$ cat src/rtl/logs_r_sweep.sv
// Sweeps the logistic-map parameter r between R_START and R_END, advancing once per R_INC map iterations.
// Define LOGS_SWEEP_PINGPONG_EN to descend back to R_START after HOLD instead of restarting from R_START.
module logs_r_sweep #(
  parameter int FRAC       = 8,
  parameter int R_INC      = 1000,
  parameter int R_START    = 'h110,
  parameter int R_END      = 'h3FC,
  parameter int R_KNEE     = 'h300,
  parameter int STEP_LO    = 4,
  parameter int STEP_HI    = 1,
  parameter int HOLD_ITERS = 4000
) (
  input  logic            clk,
  input  logic            reset,
  input  logic            enable,
  input  logic            iter_done,
  output logic [FRAC+1:0] r,
  output logic            r_changed,
  output logic [1:0]      phase
);

  localparam int W  = FRAC + 2;
  localparam int W1 = W + 1;
  localparam int CW = (R_INC > 1) ? $clog2(R_INC) : 1;
  localparam int HW = (HOLD_ITERS > 1) ? $clog2(HOLD_ITERS) : 1;

  localparam logic [W-1:0]  R_START_V = W'(R_START);
  localparam logic [W-1:0]  R_END_V   = W'(R_END);
  localparam logic [W-1:0]  R_KNEE_V  = W'(R_KNEE);
  localparam logic [W1-1:0] R_END_X   = W1'(R_END);
  localparam logic [W1-1:0] STEP_LO_X = W1'(STEP_LO);
  localparam logic [W1-1:0] STEP_HI_X = W1'(STEP_HI);
  localparam logic [CW-1:0] CNT_LAST  = CW'(R_INC - 1);
  localparam logic [HW-1:0] HOLD_LAST = HW'(HOLD_ITERS - 1);

  typedef enum logic [1:0] {
    IDLE      = 2'd0,
    RAMP_UP   = 2'd1,
    HOLD      = 2'd2,
    RAMP_DOWN = 2'd3
  } state_t;

  state_t         state_q, state_d;
  logic [CW-1:0]  cnt_q, cnt_d;
  logic [HW-1:0]  hold_q, hold_d;
  logic [W-1:0]   r_q, r_d;
  logic           r_changed_q, r_changed_d;

  logic [W1-1:0]  up_sum;
  logic [W-1:0]   up_next;

  // One extra bit so r+step near the top of the range cannot wrap before the clamp.
  always_comb begin
    up_sum  = {1'b0, r_q} + ((r_q < R_KNEE_V) ? STEP_LO_X : STEP_HI_X);
    up_next = (up_sum >= R_END_X) ? R_END_V : up_sum[W-1:0];
  end

`ifdef LOGS_SWEEP_PINGPONG_EN
  localparam logic [W1-1:0] R_START_X = W1'(R_START);
  logic [W1-1:0]  down_step;
  logic [W1-1:0]  down_diff;
  logic [W-1:0]   down_next;

  always_comb begin
    down_step = (r_q > R_KNEE_V) ? STEP_HI_X : STEP_LO_X;
    down_diff = {1'b0, r_q} - down_step;
    down_next = ({1'b0, r_q} < (R_START_X + down_step)) ? R_START_V : down_diff[W-1:0];
  end
`endif

  always_comb begin
    state_d = state_q;
    cnt_d   = cnt_q;
    hold_d  = hold_q;
    r_d     = r_q;
    if (enable) begin
      case (state_q)
        IDLE: begin
          state_d = RAMP_UP;
          cnt_d   = '0;
        end
        RAMP_UP: begin
          if (iter_done) begin
            if (cnt_q == CNT_LAST) begin
              cnt_d = '0;
              r_d   = up_next;
              if (up_next == R_END_V) begin
                state_d = HOLD;
                hold_d  = '0;
              end
            end else begin
              cnt_d = cnt_q + 1'b1;
            end
          end
        end
        HOLD: begin
          if (iter_done) begin
            if (hold_q == HOLD_LAST) begin
              hold_d = '0;
              cnt_d  = '0;
`ifdef LOGS_SWEEP_PINGPONG_EN
              state_d = RAMP_DOWN;
`else
              state_d = RAMP_UP;
              r_d     = R_START_V;
`endif
            end else begin
              hold_d = hold_q + 1'b1;
            end
          end
        end
`ifdef LOGS_SWEEP_PINGPONG_EN
        RAMP_DOWN: begin
          if (iter_done) begin
            if (cnt_q == CNT_LAST) begin
              cnt_d = '0;
              r_d   = down_next;
              if (down_next == R_START_V) begin
                state_d = RAMP_UP;
              end
            end else begin
              cnt_d = cnt_q + 1'b1;
            end
          end
        end
`endif
        default: begin
          state_d = IDLE;
          cnt_d   = '0;
          hold_d  = '0;
        end
      endcase
    end
    r_changed_d = (r_d != r_q);
  end

  always_ff @(posedge clk or posedge reset) begin
    if (reset) begin
      state_q     <= IDLE;
      cnt_q       <= '0;
      hold_q      <= '0;
      r_q         <= R_START_V;
      r_changed_q <= 1'b0;
    end else begin
      state_q     <= state_d;
      cnt_q       <= cnt_d;
      hold_q      <= hold_d;
      r_q         <= r_d;
      r_changed_q <= r_changed_d;
    end
  end

  assign r         = r_q;
  assign r_changed = r_changed_q;
  assign phase     = state_q;

endmodule

$ cat config.mk
export PLATFORM = sky130hd
export DESIGN_NAME = logs_r_sweep
export DESIGN_NICKNAME = d
export VERILOG_FILES = /design/src/rtl/logs_r_sweep.sv
export SDC_FILE = /design/constraint.sdc
export NUM_CORES = 1
export LEC_CHECK = 0
export ABC_AREA = 1
export CAP_MARGIN = 20
export CORE_MARGIN = 2
export CORE_UTILIZATION = 45
export DETAILED_ROUTE_END_ITERATION = 12
export SLEW_MARGIN = 20
export SYNTH_ARGS = -nofsm -noshare
export SYNTH_HDL_FRONTEND = slang
export SYNTH_SLANG_ARGS = --single-unit
$ cat constraint.sdc
create_clock -name clk -period 3.6 [get_ports clk]
set_input_delay 0.54 -clock clk [delete_from_list [all_inputs] [get_ports clk]]
set_output_delay 0.54 -clock clk [all_outputs]
set_load 0.02 [all_outputs]
Word-level counts from Yosys, hierarchy flattened
Cells that the tools add are included. W data, S select, Z words.

Register bits after elaboration: 35. Output and inout bits: 13. Logic and storage cells: 51.

$lt $le $gt $ge: 2. Reduce and logical (&&, ||, !) cells: 4. Equal/unequal tests: 11. Add/sub/neg operators: 3. Bitwise operators: 1. Mux-type cells: 25.

Operator list (number): $mux W10 (10); $mux W12 (5); $pmux W10 S2 (2); $pmux W12 S3 (1); $eq A10 B10 Y1 const B (2); $add A12 B1 Y12 const B (1); $eq A12 B12 Y1 const B (1); $reduce_and A6 Y1 (2); $add A10 B3 Y11 (1); $ge A11 B10 Y1 const B (1); $add A10 B1 Y10 const B (1); $lt A10 B10 Y1 const B (1); $mux W2 (5); $ne A10 B10 Y1 (1); $ne A2 B2 Y1 const B (5); $pmux W2 S3 (1); $reduce_and A4 Y1 (1); $mux W3 (1); $eq A2 B1 Y1 const B (1); $eq A2 B2 Y1 const B (1); $logic_not A2 Y1 (1); $not A1 Y1 (1).

Logic depth before layout (Yosys ltp)
Gate-level depths: netlist of run 1.

Depth after elaboration: 10. Mapped depth: 22. Depth with buffers taken out: 21.

Worst setup path after synthesis of run 1
OpenSTA, ideal clock, no wires.

Kind: register to register. Start: register r_q[8], in the netlist r[8]. End: register hold_q[5]. Setup time: 0.094 ns. Stages on the path, launching flop included: 17. Arrival time: 2.520 ns. Path slack: 0.986 ns. Data required time: 3.506 ns. Cells stage by stage: dfstp_2 > buf_2 > nand2_1 > ha_1 > nand2_1 > nor2_1 > nand3_1 > nand3_1 > nand2_1 > nor2_4 > nand3_4 > nand3_4 > nand2_4 > clkinv_2 > buf_6 > nand3_2 > a221oi_2.

Longest elaborated chain between the ends: 8.

Ends and longest elaborated chain: from (decl) (line 46) `logic [W-1:0] r_q, r_d;`; from (signal assigned) (line 148) `r_q <= r_d;`; $lt A10 B10 Y1 (line 54) `up_sum = {1'b0, r_q} + ((r_q < R_KNEE_V) ? STEP_LO_X : STEP_HI_X);`; $mux W3 (line 54); $add A10 B3 Y11 * (line 54); $ge A11 B10 Y1 (line 55) `up_next = (up_sum >= R_END_X) ? R_END_V : up_sum[W-1:0];`; $mux W10 * (line 55); $eq A10 B10 Y1 * (line 87) `if (up_next == R_END_V) begin`; $ne A2 B2 Y1 (no line) *; $reduce_and A6 Y1 (no line) *; to (signal assigned) (line 147) `hold_q <= hold_d;`; to (decl) (line 45) `logic [HW-1:0] hold_q, hold_d;`.

Mark *: on every way between the ends. The rest lies on a longest branch, timed or not. A chain may end at the register's enable or synchronous reset.

Worst setup path after layout of run 1
Start: register r_q[8], in the netlist r[8]. End: register r_changed_q, in the netlist r_changed.

Longest elaborated chain between the ends: 10. Elaborated cells on any way between the ends: 12. Classes of those cells: 1 x add/sub; 2 x order compare; 1 x eq/ne; 8 x mux.

Ends and longest elaborated chain: $lt A10 B10 Y1 (line 54); $mux W3 (line 54); $add A10 B3 Y11 (line 54); $ge A11 B10 Y1 (line 55); $mux W10 (line 55); $mux W10 (line 84) `if (cnt_q == CNT_LAST) begin`; $mux W10 (line 83) `if (iter_done) begin`; $pmux W10 S2 (line 77) `case (state_q)`; $mux W10 (line 76) `if (enable) begin`; $ne A10 B10 Y1 * (line 134) `r_changed_d = (r_d != r_q);`; named net r_changed_d (line 47) `logic r_changed_q, r_changed_d;`; to (signal assigned) (line 149) `r_changed_q <= r_changed_d;`; to (decl) (line 47).

The timed path passes the listed nets; every way through them passes the cells marked *.

==> results.py, run 1 <==
metrics = {
    "final_layout": {
        "area_growth_pct": 12.96,
        "drive_above_1_share_pct": 10.51,
        "mostFrequentLayoutCells": "nand2_1, inv_1, nand3_1, dfrtp_1, a21oi_1",
        "layout_commonest_cell": "nand2_1",
        "diodes": 0,
        "fin_cells": 462,
        "nets": 401,
    },
    "power_and_ir_drop": {
        "p_total_mw": 2.635,
        "powerDensity_nw_per_um2": 888.2,
        "leakage_nw": 1.411,
        "peakVddDrop_mv": 0.4143,
    },
    "yosys": {
        "synthCells": 370,
        "ys_ff_latch": 35,
        "synth_fp_nets": 381,
        "synth_area_sq_um": 2626,
        "yosysTopAreaCellShare_pct": 31.44,
        "ys_seq_area_share_pct": 33.44,
        "yosysWarnings": 0,
        "synth_cell_type_count": 41,
        "avgSynthCellArea_sq_um": 7.098,
        "synth_area_leaders": "dfrtp_1, nand2_1, inv_1",
        "yosys.area.top_type": "dfrtp_1",
    },
    "global_routing": {
        "grt_max_degree": 36,
        "antenna_found_initial": 0,
        "overflow": 0,
        "grt_use_total_pct": 21.77,
        "grt_pass1_wl_um": 11110,
        "grt_pass1_vias": 2380,
    },
    "clock_network": {
        "clkLatencyLatePin_ps": 290,
        "cts_hold_buf": 0,
        "cts_buffers": 5,
        "tritoncts": "done",
        "clk_path_buf_depth": 2,
        "cts.repair.resized": 0,
        "post_cts_buffers": 0,
        "h-tree-depth": 2,
        "clk_pin_slew_worst_paths_ps": 70,
        "clock-root-buffer": "clkbuf_8",
        "clock-sinks": 35,
    },
    "sta": {
        "relSlewSlack_pct": 60.99,
        "worst_pin_slew_ps": 579.1,
        "hold_viol": 0,
        "fin_worst_skew_ps": 10.37,
        "slew_viol_final": 0,
        "period_minus_slack_ps": 2867,
        "fmax_mhz": 348.8,
        "finalCritPeriodShare_pct": 79.65,
        "fin_setup_tns_ps": 0,
        "rsz0062_at_grt": "no",
        "setup_viol": 0,
    },
    "worst_setup_path": {
        "slowest_stage": "dfstp_2",
        "crit_buf_inv": 0,
        "crit_arrival_ps": 3030,
        "crit_type": "register to register",
        "crit_path_max_incr_delay_ps": 630,
        "critPathLaunchType": "register",
        "worst-path-max-fanout": 8,
        "crit_chain": "nand2_1 > ha_1 > nand2_1 > nor2_1 > nand3_1 > nand2_1 > nand2_1 > nand2_1 > nor2_4 > nand3_4 > nand3_1 > nand2_1 > nand2_1 > nand3_1 > nand2_1 > nor2_1 > nand2_1 > nor2_1 > nand2_1",
        "worstSetupEndpointType": "register",
        "critical_path.most_common_cell": "nand2_1",
        "r2r_slack_ps": 730,
        "required_ps": 3760,
        "crit_family": "simple AND/OR/NAND/NOR gates",
    },
    "die": {
        "dieHeight_um": 80.40,
        "row_count": 27,
        "die_w_um": 80.40,
        "fp.dieArea_sq_um": 6463,
        "io-pin-count": 17,
        "initial_core_util_pct": 47.12,
        "core_sq_um": 5574,
    },
    "placement": {
        "hpwl_um": 4588,
        "port_buffers": 16,
        "dp_cells": 455,
        "routabilityCongestion": 0.8761,
    },
    "route": {
        "vias": 2421,
        "drtIter0Drc": 137,
        "antenna_left": 0,
        "drt-met1-wl_um": 3014,
        "wl_per_cell_um": 13.36,
        "drc": 0,
        "via_per_inst": 5.240,
        "wl_um": 6174,
        "met3_length_um": 178,
        "highest_layer": "met4",
        "routed-wl-met2_um": 2900,
        "drt_pass1_iterations": 4,
    },
    "worst_hold_path": {
        "hp-class": "register to register",
    },
    "run": {
        "maxCapViolations": 0,
    },
    "outcome": {
        "outcome": "complete, no violations",
    },
}
-- synth_stat cells (all sizes together) --
cell type and number:
nand2 101, inv 56, nand3 41, dfrtp 33, nor2 31, a21oi 28, nor3 13, o21ai 13
nand4 11, a31oi 7, ha 7, a22oi 3, buf 3, nor3b 3, o21a 3, clkbuf 2
clkinv 2, dfstp 2, nor4 2, o21bai 2, o22ai 2, a221oi 1, o211ai 1, o221a 1
xnor2 1, xor2 1
-- area by class of cell --
type	count	area, sq um
fillers	576	2608
multi-input cells	272	1498
flip-flops and latches	35	878.3
inverters	58	219.0
repair buffers	18	175.2
well taps	72	90.09
clock buffers	5	68.82
clock inverters	2	37.54
-- per-layer routing --
layer	global-route usage, %	vias up
met2	35.17	36
met4	6.271	0
met1	30.01	1117
met5	0	-
met3	3.483	8
li1	-	1260
-- report_power, final --
part | switching, mW | internal (mW)
Clock | 0.148 | 0.202
Combinational | 1.00 | 0.571
Sequential | 0.175 | 0.535
-- kinds of logic (layout without fill, tap and decap cells) --
group	after synthesis	count (layout)	share of synthesized area (%)
simple gates	202	202	39.07
buf+inv	63	83	9.528
compound gates	61	61	13.96
flops	35	35	33.44
fa+ha+maj	7	7	3.335
xor+xnor	2	2	0.6671
-- sequential cells by signal (all words and copies together), names as in the netlist --
register	cells
cnt_q	10
r	10
phase	2
hold_q	12
r_changed	1
-- through the flow --
stage | util, % | hold WS [ps] | setup slack, ps | instance area (sq um)
6_report | 53.22 | 471.6 | 732.7 | 2967
5_1_grt | 53.22 | 492.4 | 415.8 | 2967
4_1_cts | 53.22 | 475.9 | 772.0 | 2967
3_5_place_dp | 51.31 | 465.9 | 797.7 | 2860
3_3_place_gp | 51.31 | 464.5 | 801.4 | 2860
2_1_floorplan | - | 444.8 | 985.9 | 2626
-- worst register-to-register path, delay by kind of cell, from the launching register on --
kind	cells	cell delay (ps)
and+or+nand+nor	18	1750
DFF	1	630
adders and majority gates	1	360
-- final timing paths --
kind | start | end | depth (start not counted)
min | cnt_q[9] | cnt_q[9] | 1
min in group asynchronous | reset | r[6] | 3
max in group asynchronous | reset | r[8] | 3
max reg2reg | r[8] | r_changed | 19
max | r[8] | r_changed | 19
min reg2reg | cnt_q[9] | cnt_q[9] | 1
Power figures use the tool's default switching activity.
==> inputs of run 2 (changes only) <==
Clock period 3.6 ns to 2.9 ns, I/O delays scaled along.
==> run 2 against run 1 <==
  * Clock power grew 15%
  * Sequential power grew 25%
  * Utilization grew 1.4 points
  * Fmax grew 7.5%
  * Hold slack gained 8.2 ps
  * Clock skew shrank 5.2 ps
  * Global-route usage shrank 0.34 points
  * Combinational power grew 30%
  * Register-to-register slack lost 500 ps
  * Critical path type unchanged
  * Critical endpoint is now hold_q[10]
==> results.py, run 2 (synthesis results as in run 1) <==
metrics = {
    "power_and_ir_drop": {
        "combPwrFrac_pct": 61.2,
        "power_switching_mw": 1.684,
        "powerDensity_nw_per_um2": 1097,
        "p_int_mw": 1.654,
        "p_total_mw": 3.338,
        "p_clk_share_pct": 12.1,
        "peakVddDrop_mv": 0.5267,
        "pwr-share-seq_pct": 26.7,
        "switching_share_pct": 50.45,
        "leakage_nw": 1.441,
    },
    "worst_hold_path": {
        "hp-class": "register to register",
    },
    "worst_setup_path": {
        "crit_chain": "nand2_2 > ha_4 > nand2_1 > nand2_1 > nand3_2 > xor2_2 > nor2_4 > nand3_4 > nand3_4 > nand2_4 > inv_6 > nand4_2 > o21ai_0 > a21oi_1",
        "required_ps": 3070,
        "worst-path-max-fanout": 12,
        "crit_type": "register to register",
        "crit_buf_inv": 1,
        "crit_path_max_incr_delay_ps": 630,
        "crit_family": "simple AND/OR/NAND/NOR gates",
        "crit_arrival_ps": 2840,
        "slowest_stage": "dfstp_2",
        "worstSetupEndpointType": "register",
        "critPathLaunchType": "register",
    },
    "final_layout": {
        "mostFrequentLayoutCells": "nand2_1, inv_1, nand3_1, dfrtp_1, a21oi_1",
        "drive_above_1_share_pct": 13.60,
        "area_growth_pct": 15.86,
        "largest_register": "hold_q",
        "largest_register_ffs": 12,
        "layout_commonest_cell": "nand2_1",
        "diodes": 0,
        "nets": 407,
    },
    "die": {
        "initial_core_util_pct": 47.12,
        "core_sq_um": 5574,
        "io-pin-count": 17,
        "fp.dieArea_sq_um": 6463,
        "dieHeight_um": 80.40,
        "row_count": 27,
        "die_w_um": 80.40,
    },
    "route": {
        "wl_um": 6316,
        "drc": 0,
        "vias": 2508,
        "antenna_left": 0,
        "drt_pass1_iterations": 4,
        "drtIter0Drc": 107,
        "wl_per_cell_um": 13.47,
        "via_per_inst": 5.348,
    },
    "sta": {
        "setup_viol": 0,
        "hold_viol": 0,
        "fmax_mhz": 374.9,
        "slew_viol_final": 0,
        "period_minus_slack_ps": 2667,
        "worst_pin_slew_ps": 645.2,
        "relSlewSlack_pct": 56.53,
        "fin_worst_skew_ps": 5.175,
        "finalCritPeriodShare_pct": 91.98,
        "layout_setup_ws_ps": 232.6,
    },
    "clock_network": {
        "tritoncts": "done",
        "clock-sinks": 35,
        "clkLatencyLatePin_ps": 290,
        "clk_pin_slew_worst_paths_ps": 70,
        "clock-root-buffer": "clkbuf_8",
        "cts_buffers": 5,
        "h-tree-depth": 2,
        "clk_path_buf_depth": 2,
    },
    "global_routing": {
        "grt_max_degree": 36,
        "antenna_found_initial": 0,
        "grt_pass1_vias": 2375,
        "grt_use_total_pct": 21.43,
        "overflow": 0,
        "grt_pass1_wl_um": 10870,
    },
    "placement": {
        "routabilityCongestion": 0.8614,
        "hpwl_um": 4670,
        "place_ws_ps": 99.39,
        "port_buffers": 16,
    },
    "outcome": {
        "outcome": "complete, no violations",
    },
    "run": {
        "maxCapViolations": 0,
    },
}
[run 2: path summary, 6_finish.rpt]
path / end / slack [ps] / cells after the start / from
max: hold_q[10] / 230 / 14 / r[8]
min: cnt_q[9] / 480 / 1 / cnt_q[9]
max reg2reg: hold_q[10] / 230 / 14 / r[8]
min reg2reg: cnt_q[9] / 480 / 1 / cnt_q[9]
max in group asynchronous: r[8] / 2010 / 3 / reset
min in group asynchronous: hold_q[0] / 540 / 3 / reset
[run 2: routing by layer]
layer	global-route usage (%)	vias up	part of all wire (%)	routed length (um)
li1	-	1269	-	-
met1	28.40	1173	47	2996
met2	34.92	57	47	2944
met3	3.708	9	4.2	267
met4	7.797	0	1.7	107
met5	0	-	0	0
[run 2: repair_timing]
item | in CTS | in global routing
setup endpoints to repair | 0 | 8
hold buffers | 0 | 0
resized for setup | 0 | 8
setup buffers | 0 | 1
[run 2: through the flow]
step                      setup TNS, ps  hold WS (ps)  cell area, sq um  instances  util (%)
final                                 0         479.8              3043        469     54.59
after global routing             -24.10         498.8              3043        469     54.59
after CTS                             0         481.1              3002        468     53.85
after detailed placement              0         470.1              2898        460     51.99
after global placement                0         464.5              2898        460     51.99
after floorplan                       0         444.8              2626        370         -
[run 2: worst register-to-register path, cell delays in order (launching register included)]
cell and delay, ps:
dfstp_2 630, nand2_2 110, ha_4 310, nand2_1 50, nand2_1 140, nand3_2 130
xor2_2 190, nor2_4 130, nand3_4 130, nand3_4 110, nand2_4 100, inv_6 130
nand4_2 110, o21ai_0 210, a21oi_1 70
[run 2: power groups by stage]
stage	clock, mW	sequential, mW	combinational (mW)
finish	0.404	0.890	2.04
global route	0.436	0.918	2.30
CTS	0.412	0.883	1.98
detailed placement	0	0.887	1.97
global placement	0	0.887	1.98
floorplan	0	0.921	1.40
[run 2: cell type report]
class | instances | area (sq um)
multi-input combinational | 272 | 1528
sequential | 35 | 878.3
clock buffer | 7 | 96.34
inverter | 58 | 222.7
clock inverter | 1 | 7.507
fill | 552 | 2531
tap | 72 | 90.09
timing repair buffer | 24 | 220.2
==> inputs of run 3 (changes only) <==
Settings changed: PLACE_DENSITY set to 0.66.
Clock period 2.9 ns to 2.4 ns, I/O delays scaled along.
==> run 3 against run 2 <==
  * The run now ends with setup timing left
  * Worst setup slack got worse by 410 ps
  * Global-route usage increased by 1.1 points
  * Final area increased by 19%
  * Die area unchanged
  * Clock power increased by 10%
  * First-iteration DRC count increased by 37%
  * Register-to-register slack got worse by 410 ps
  * Critical path type unchanged
  * Critical endpoint unchanged
  * Largest power group unchanged
==> results.py, run 3 (synthesis results as in run 1) <==
metrics = {
    "outcome": {
        "outcome": "finished, violations left",
        "violations": "setup timing",
    },
    "clock_network": {
        "clk_path_buf_depth": 2,
        "clkLatencyLatePin_ps": 290,
        "cts_buffers": 5,
        "h-tree-depth": 2,
        "clk_pin_slew_worst_paths_ps": 90,
        "tritoncts": "done",
        "clock-sinks": 35,
        "clock-root-buffer": "clkbuf_8",
    },
    "sta": {
        "slew_viol_final": 0,
        "layout_setup_ws_ps": -180.9,
        "hold_viol": 0,
        "relSlewSlack_pct": 59.39,
        "rsz0062_at_grt": "yes",
        "fin_worst_skew_ps": 12.40,
        "fmax_mhz": 387.5,
        "worst_pin_slew_ps": 602.7,
        "setup_viol": 14,
        "period_minus_slack_ps": 2581,
        "finalCritPeriodShare_pct": 107.5,
    },
    "worst_hold_path": {
        "hp-class": "primary input to async pin",
    },
    "global_routing": {
        "grt_pass1_wl_um": 11380,
        "overflow": 0,
        "grt_max_degree": 36,
        "antenna_found_initial": 0,
        "grt_pass1_vias": 2503,
        "grt_use_total_pct": 22.50,
    },
    "worst_setup_path": {
        "crit_buf_inv": 2,
        "crit_arrival_ps": 2800,
        "r2r_slack_ps": -180,
        "worstSetupEndpointType": "register",
        "slowest_stage": "dfstp_2",
        "crit_family": "simple AND/OR/NAND/NOR gates",
        "crit_chain": "nand2_4 > ha_4 > nand2_4 > o21bai_4 > inv_1 > nand2_1 > nand2_2 > nor2_4 > nand3_4 > nand3_4 > nand2_8 > inv_8 > nand4_4 > nor2_2 > nand2_1 > a21oi_2",
        "reg2reg_to": "hold_q[10]",
        "worst-path-max-fanout": 6,
        "critPathLaunchType": "register",
        "r2r-start": "r[8]",
        "crit_path_max_incr_delay_ps": 600,
        "required_ps": 2620,
        "crit_type": "register to register",
        "worstRegToRegCells": 16,
    },
    "die": {
        "row_count": 27,
        "io-pin-count": 17,
        "initial_core_util_pct": 47.12,
        "dieHeight_um": 80.40,
        "fp.dieArea_sq_um": 6463,
        "core_sq_um": 5574,
        "die_w_um": 80.40,
    },
    "placement": {
        "routabilityCongestion": 0.8761,
        "hpwl_um": 4845,
        "placed_area_sq_um": 3169,
        "port_buffers": 16,
    },
    "route": {
        "drtIter0Drc": 147,
        "drc": 0,
        "antenna_left": 0,
        "wl_um": 7061,
        "via_per_inst": 5.327,
        "drt_pass1_iterations": 4,
        "vias": 2733,
        "wl_per_cell_um": 13.76,
    },
    "final_layout": {
        "largest_register": "hold_q",
        "largest_register_ffs": 12,
        "finalInstanceArea_sq_um": 3631,
        "mostFrequentLayoutCells": "nand2_1, inv_1, buf_4, dfrtp_1, nand3_1",
        "layout_commonest_cell": "nand2_1",
        "nets": 451,
        "area_growth_pct": 38.26,
        "diodes": 0,
        "drive_above_1_share_pct": 30.39,
        "fillerInstances": 470,
    },
    "power_and_ir_drop": {
        "powerDensity_nw_per_um2": 1389,
        "p_total_mw": 5.042,
        "peakVddDrop_mv": 0.7672,
        "leakage_nw": 1.746,
    },
    "run": {
        "maxCapViolations": 0,
    },
}
[run 3: changes by cell type in the layout (fill, tap and decap cells not counted), sizes merged]
cell	delta
clkbuf	-1
clkinv	+1
buf	+44
[run 3: worst reg2reg max path, stage by stage, from the launching register on]
cell and delay, ps:
dfstp_2 600, nand2_4 70, ha_4 300, nand2_4 70, o21bai_4 210, inv_1 70, nand2_1 70, nand2_2 70
nor2_4 120, nand3_4 130, nand3_4 140, nand2_8 100, inv_8 100, nand4_4 90, nor2_2 150, nand2_1 70
a21oi_2 120
[run 3: metrics by stage]
| step | TNS, ps | setup slack (ps) | utilization [%] | hold WS [ps] | cells |
|---|---|---|---|---|---|
| after floorplan | -101.4 | -30.24 | - | 444.8 | 370 |
| after global placement | -150.9 | -106.4 | 56.86 | 462.3 | 489 |
| after detailed placement | -471.7 | -141.3 | 56.86 | 467.8 | 489 |
| after CTS | -151.1 | -62.57 | 61.44 | 477.9 | 509 |
| after global routing | -3086 | -293.4 | 65.14 | 504.1 | 513 |
| final | -1419 | -180.9 | 65.14 | 476.1 | 513 |
[run 3: power by group]
group / total, mW / internal (mW) / leakage [nW] / switching (mW)
combinational: 3.58 / 1.59 / 1.26 / 1.99
sequential: 1.01 / 0.803 / 0.446 / 0.210
clock: 0.446 / 0.203 / 0.0412 / 0.243
total: 5.04 / 2.60 / 1.75 / 2.44
[run 3: worst max-delay path by stage]
stage                     from    endpoint  slack, ps  cells after the start
after global routing      r[8]  hold_q[10]       -290                     16
after detailed placement  r[8]   r_changed       -140                     17
final                     r[8]  hold_q[10]       -180                     16
after floorplan           r[8]   hold_q[5]        -30                     16
after CTS                 r[8]   r_changed        -60                     19
after global placement    r[8]   r_changed       -110                     17
[run 3: layout make-up]
| class | count | area (sq um) | share of cell area (%) |
|---|---|---|---|
| Clock buffer | 6 | 72.57 | 1.999 |
| Clock inverter | 2 | 12.51 | 0.3446 |
| Inverter | 58 | 225.2 | 6.203 |
| Multi-Input combinational cell | 272 | 1753 | 48.28 |
| Sequential cell | 35 | 878.3 | 24.19 |
| Tap cell | 72 | 90.09 | 2.481 |
| Timing Repair Buffer | 68 | 599.3 | 16.51 |
[run 3: per-layer routing]
metal | vias to the layer above | part of all wire (%) | track usage (%)
met1 | 1297 | 46 | 28.54
met5 | - | 0 | 0
met3 | 10 | 3.3 | 3.708
li1 | 1375 | - | -
met2 | 51 | 49 | 39.08
met4 | 0 | 1.4 | 6.780
[run 3: what timing repair did]
item,CTS,global route
endpoints found under the hold margin,0,0
setup buffers,12,9
resized for setup,19,49
setup endpoints to repair,7,19
hold buffers,0,0
pin swaps,19,27
==> edit 1: new RTL, config.mk and constraints of run 1 <==
Reset style: synchronous (`reset`), changed in one clocked block.
--- a/src/rtl/logs_r_sweep.sv
+++ b/src/rtl/logs_r_sweep.sv
@@ -134,7 +134,7 @@
     r_changed_d = (r_d != r_q);
   end
 
-  always_ff @(posedge clk or posedge reset) begin
+  always_ff @(posedge clk) begin
     if (reset) begin
       state_q     <= IDLE;
       cnt_q       <= '0;
Function: differs if reset is asserted again (counterexample within 4 cycles, from zero or initial values and one cycle with reset high); with reset held inactive, the same outputs for 10 cycles.
==> edit 1 against run 1 <==
  * Area after synthesis fell by 6.2%
  * Sequential cell count did not move
  * Utilization rose by 0.72 points
  * Cell area fell by 5.4%
  * Wire length rose by 2.5%
  * Clock skew fell by 0.0056 ns
  * Worst setup slack improved by 0.028 ns
  * Critical path type unchanged
  * Global-route usage rose by 0.46 points
  * Critical endpoint is now hold_q[11]
Power is not compared: it rests on default switching activity, and its combinational part moved more than twofold at a synthesized area within 25%.
==> edit 1: results (changes against run 1) <==
outcome:
  status: "finished clean"
worst_hold_path:
  holdCritStartpoint: "cnt_q[9]"
  min_to: "cnt_q[9]"
  whs_path_depth: 2  # +1
worst_setup_path:
  crit_start: "r[8]"
  cpPeakStageDelay_ns: 0.49  # -0.14 ns
  cp_top_family: "simple AND/OR/NAND/NOR gates"
  crit_arrival_ns: 3.01  # -0.02 ns
  r2r_slack_ns: 0.76  # +0.03 ns
  cpMaxStageDelayCell: "dfxtp_1"
  r2r_end: "hold_q[11]"
  worstPathMaxFanout: 19  # +11
  r2r_cells: 17  # -2
grt:
  grt_first_pass_wirelength_um: 11000  # -1.1%
  use_met3: 0.0372  # +0.00238
  use_met1: 0.310  # +0.00964
  grt_pass1_vias: 2354  # -1.1%
  use_met2: 0.364  # +0.0121
  grt_max_degree: 20  # -44%
  grt_usage: 0.222  # +0.00464
yosys:
  yosysWarnings: 0  # unchanged
  async_reset_ff_frac: 0  # -1.00
  synth_top_cells_by_area: "dfxtp_1, nand2_1, nand3_1, inv_1, nor2_1"
  ys_seq_area_frac: 0.284  # -0.0500
  synth_cell_type_count: 33  # -20%
  syn_nets: 410  # +7.6%
  avgSynthCellArea_um2: 6.17  # -13%
  synth_common_cells: "nand2_1, inv_1, nand3_1, nor2_1, dfxtp_1"
route:
  drt_iter0_markers: 164  # +20%
  wl_met1_um: 3150  # +4.5%
  drtPass1Iterations: 5  # +1
  wl_per_cell_um: 12.9  # -3.3%
  drt_wl_total_um: 6330  # +2.5%
  dr_wl_met2_um: 2800  # -3.5%
  via_count: 2554  # +5.5%
  wl_met3_um: 321  # +80%
timing:
  whs_ns: 0.484  # +0.0128 ns
  post-route-min-period_ns: 2.84  # -0.0284 ns
  worst_pin_slew_ns: 0.592  # +0.0131 ns
  skew_ns: 0.00477  # -0.00559 ns
clock_tree:
  cts-root-buf: "clkbuf_8"
power_and_ir_drop:
  powerClk_mw: 0.317
  vdd_ir_drop_max_mv: 0.328
  fin_total_pwr_mw: 1.53
layout:
  nNetsFinal: 430  # +7.2%
  fillers: 542  # -5.9%
  drive_above_1_share: 0.0738  # -0.0313
place:
  gp_congestion: 0.877  # +0.10%
  place_ws_ns: 0.796  # -0.00153 ns
  dpl_cell_area_um2: 2710  # -5.3%
  dp_cells: 482  # +5.9%
  place.detailed.hpwl_um: 4790  # +4.3%
[edit 1: cell families after synthesis]
group,Yosys count,synth area share
and+or+nand+nor,241,0.448
AOI/OAI and AO/OA,56,0.127
buffers and inverters,55,0.0868
DFF,35,0.284
adders and majority gates,7,0.0355
xor gates and xnor gates,5,0.0178
[edit 1: worst reg2reg max path: stages, from the launching register on]
cell and delay, ns:
dfxtp_1 0.49, nand2_2 0.14, ha_1 0.38, nand2_1 0.07
nand2_1 0.08, nand3_1 0.11, nand2_1 0.12, nand3_2 0.07
nor2_2 0.12, nand2_1 0.06, nand2_1 0.09, nand2_4 0.11
nand2_4 0.09, nand3_4 0.19, o21ai_4 0.33, inv_1 0.12
o21ai_0 0.09, a21oi_1 0.06
[edit 1: area by class of cell]
class	count	area, um2	area share
clock buffer	8	100	0.0357
inverter	48	180	0.0642
multi-input combinational	309	1550	0.552
sequential	35	701	0.250
tap	70	87.6	0.0312
timing repair buffer	20	190	0.0677
==> edit 2: new RTL, settings of run 1 <==
Made on the original files. Change the parameter `R_INC` from 1000 to 500.
--- a/src/rtl/logs_r_sweep.sv
+++ b/src/rtl/logs_r_sweep.sv
@@ -2,7 +2,7 @@
 // Define LOGS_SWEEP_PINGPONG_EN to descend back to R_START after HOLD instead of restarting from R_START.
 module logs_r_sweep #(
   parameter int FRAC       = 8,
-  parameter int R_INC      = 1000,
+  parameter int R_INC      = 500,
   parameter int R_START    = 'h110,
   parameter int R_END      = 'h3FC,
   parameter int R_KNEE     = 'h300,
Check against the original RTL: same outputs for any inputs over 10 cycles, from zero or initial values and one cycle with reset high; that may be too few to reach the edited logic, so the function may still have changed.
==> edit 2 against run 1 <==
  * Sequential cell count down 1
  * Wire length is 4.3% higher
  * Total power is 5.5% lower
  * Cell area shrank 2.5%
  * Largest cell class unchanged
  * Area after synthesis decreased by 1.8%
  * Critical path depth shrank 4
  * Worst setup slack gained 0.11 ns
  * Final cell count is 1.9% lower
==> edit 2: results (changes against run 1) <==
route:
  drt_wl_total_um: 6440  # +4.3%
  drtPass1Iterations: 5  # +1
  via_per_inst: 5.55  # +5.9%
  via_count: 2513  # +3.8%
grt:
  grt_usage: 0.220  # +0.00206
  grt_pass1_vias: 2257  # -5.2%
  grt_first_pass_wirelength_um: 11000  # -0.94%
worst_hold_path:
  holdCritStartpoint: "cnt_q[7]"
  min_to: "cnt_q[7]"
power_and_ir_drop:
  p_sw_frac: 0.528  # +0.0243
  vdd_ir_drop_max_mv: 0.493  # +19%
yosys:
  avgSynthCellArea_um2: 7.12  # +0.36%
  synth_top_cells_by_area: "dfrtp_1, nand2_1, inv_1, nand3_1, a21oi_1"
  ys_seq_area_frac: 0.331  # -0.00354
  synth_common_cells: "nand2_1, inv_1, nand3_1, dfrtp_1, a21oi_1"
  synth_cell_type_count: 43  # +4.9%
place:
  dpl_cell_area_um2: 2800  # -2.1%
  place_ws_ns: 0.700  # -0.0974 ns
  gp_congestion: 0.931  # +6.3%
  dp_cells: 445  # -2.2%
timing:
  whs_ns: 0.497  # +0.0256 ns
  skew_ns: 0.00606  # -0.00431 ns
outcome:
  status: "finished clean"
worst_setup_path:
  r2r_end: "hold_q[10]"
  r2r_cells: 15  # -4
layout:
  nNetsFinal: 391  # -2.5%
  drive_above_1_share: 0.0997  # -0.00539
-- edit 2: changes by cell type in the layout (fill, tap and decap cells not counted), sizes merged, moves of 3 or more --
cell | before | now
a22oi | 3 | 6
a31oi | 7 | 4
nand2 | 101 | 86
nand3b | 0 | 3
nor2 | 31 | 34
-- edit 2: power groups by stage --
stage | clock, mW | sequential, mW | combinational, mW
6_report | 0.301 | 0.649 | 1.54
5_1_grt | 0.328 | 0.664 | 1.70
4_1_cts | 0.309 | 0.644 | 1.53
3_5_place_dp | 0 | 0.652 | 1.52
3_3_place_gp | 0 | 0.653 | 1.53
2_1_floorplan | 0 | 0.684 | 1.07
-- edit 2: logic make-up after synthesis --
group	count (synthesis)	share of synthesized area
fa+ha+maj	7	0.0340
flops	34	0.331
simple gates	193	0.381
buf+inv	62	0.0975
compound gates	63	0.146
xor+xnor	3	0.0102
-- edit 2: area by class of cell --
cell class	instances	area, um2	area share
sequential	34	853	0.295
tap	72	90.1	0.0312
clock buffer	7	86.3	0.0299
clock inverter	1	5.00	0.00173
inverter	56	215	0.0744
multi-input combinational	266	1470	0.510
timing repair buffer	17	168	0.0580
-- edit 2: worst max-delay path, stage by stage (launching register included) --
cell and delay, ns:
dfstp_2 0.60, nand2_2 0.11, ha_1 0.36, nand2_1 0.13, o21ai_2 0.27, nand2_1 0.08, nand2_1 0.06, nand2_1 0.07
nor2_2 0.13, nand3_4 0.12, nand3_2 0.11, nand2_4 0.11, nor2_2 0.21, inv_1 0.12, o21ai_0 0.10, a21oi_1 0.06
-- edit 2: how the worst max path moves through the flow --
stage           start          to  slack (ns)  cells past startpoint
2_1_floorplan    r[8]   hold_q[2]        1.12                     15
3_3_place_gp   enable   r_changed        0.69                     10
3_5_place_dp   enable   r_changed        0.70                     10
4_1_cts          r[8]  hold_q[10]        0.86                     15
5_1_grt          r[8]  hold_q[10]        0.61                     16
6_report         r[8]  hold_q[10]        0.84                     15
-- edit 2: routing by layer --
| layer | track usage | up-vias | part of all wire |
|---|---|---|---|
| met2 | 0.329 | 74 | 0.45 |
| met4 | 0.0483 | 0 | 0.013 |
| met5 | 0 | - | 0 |
| met1 | 0.329 | 1173 | 0.49 |
| met3 | 0.0396 | 13 | 0.055 |
| li1 | - | 1253 | - |
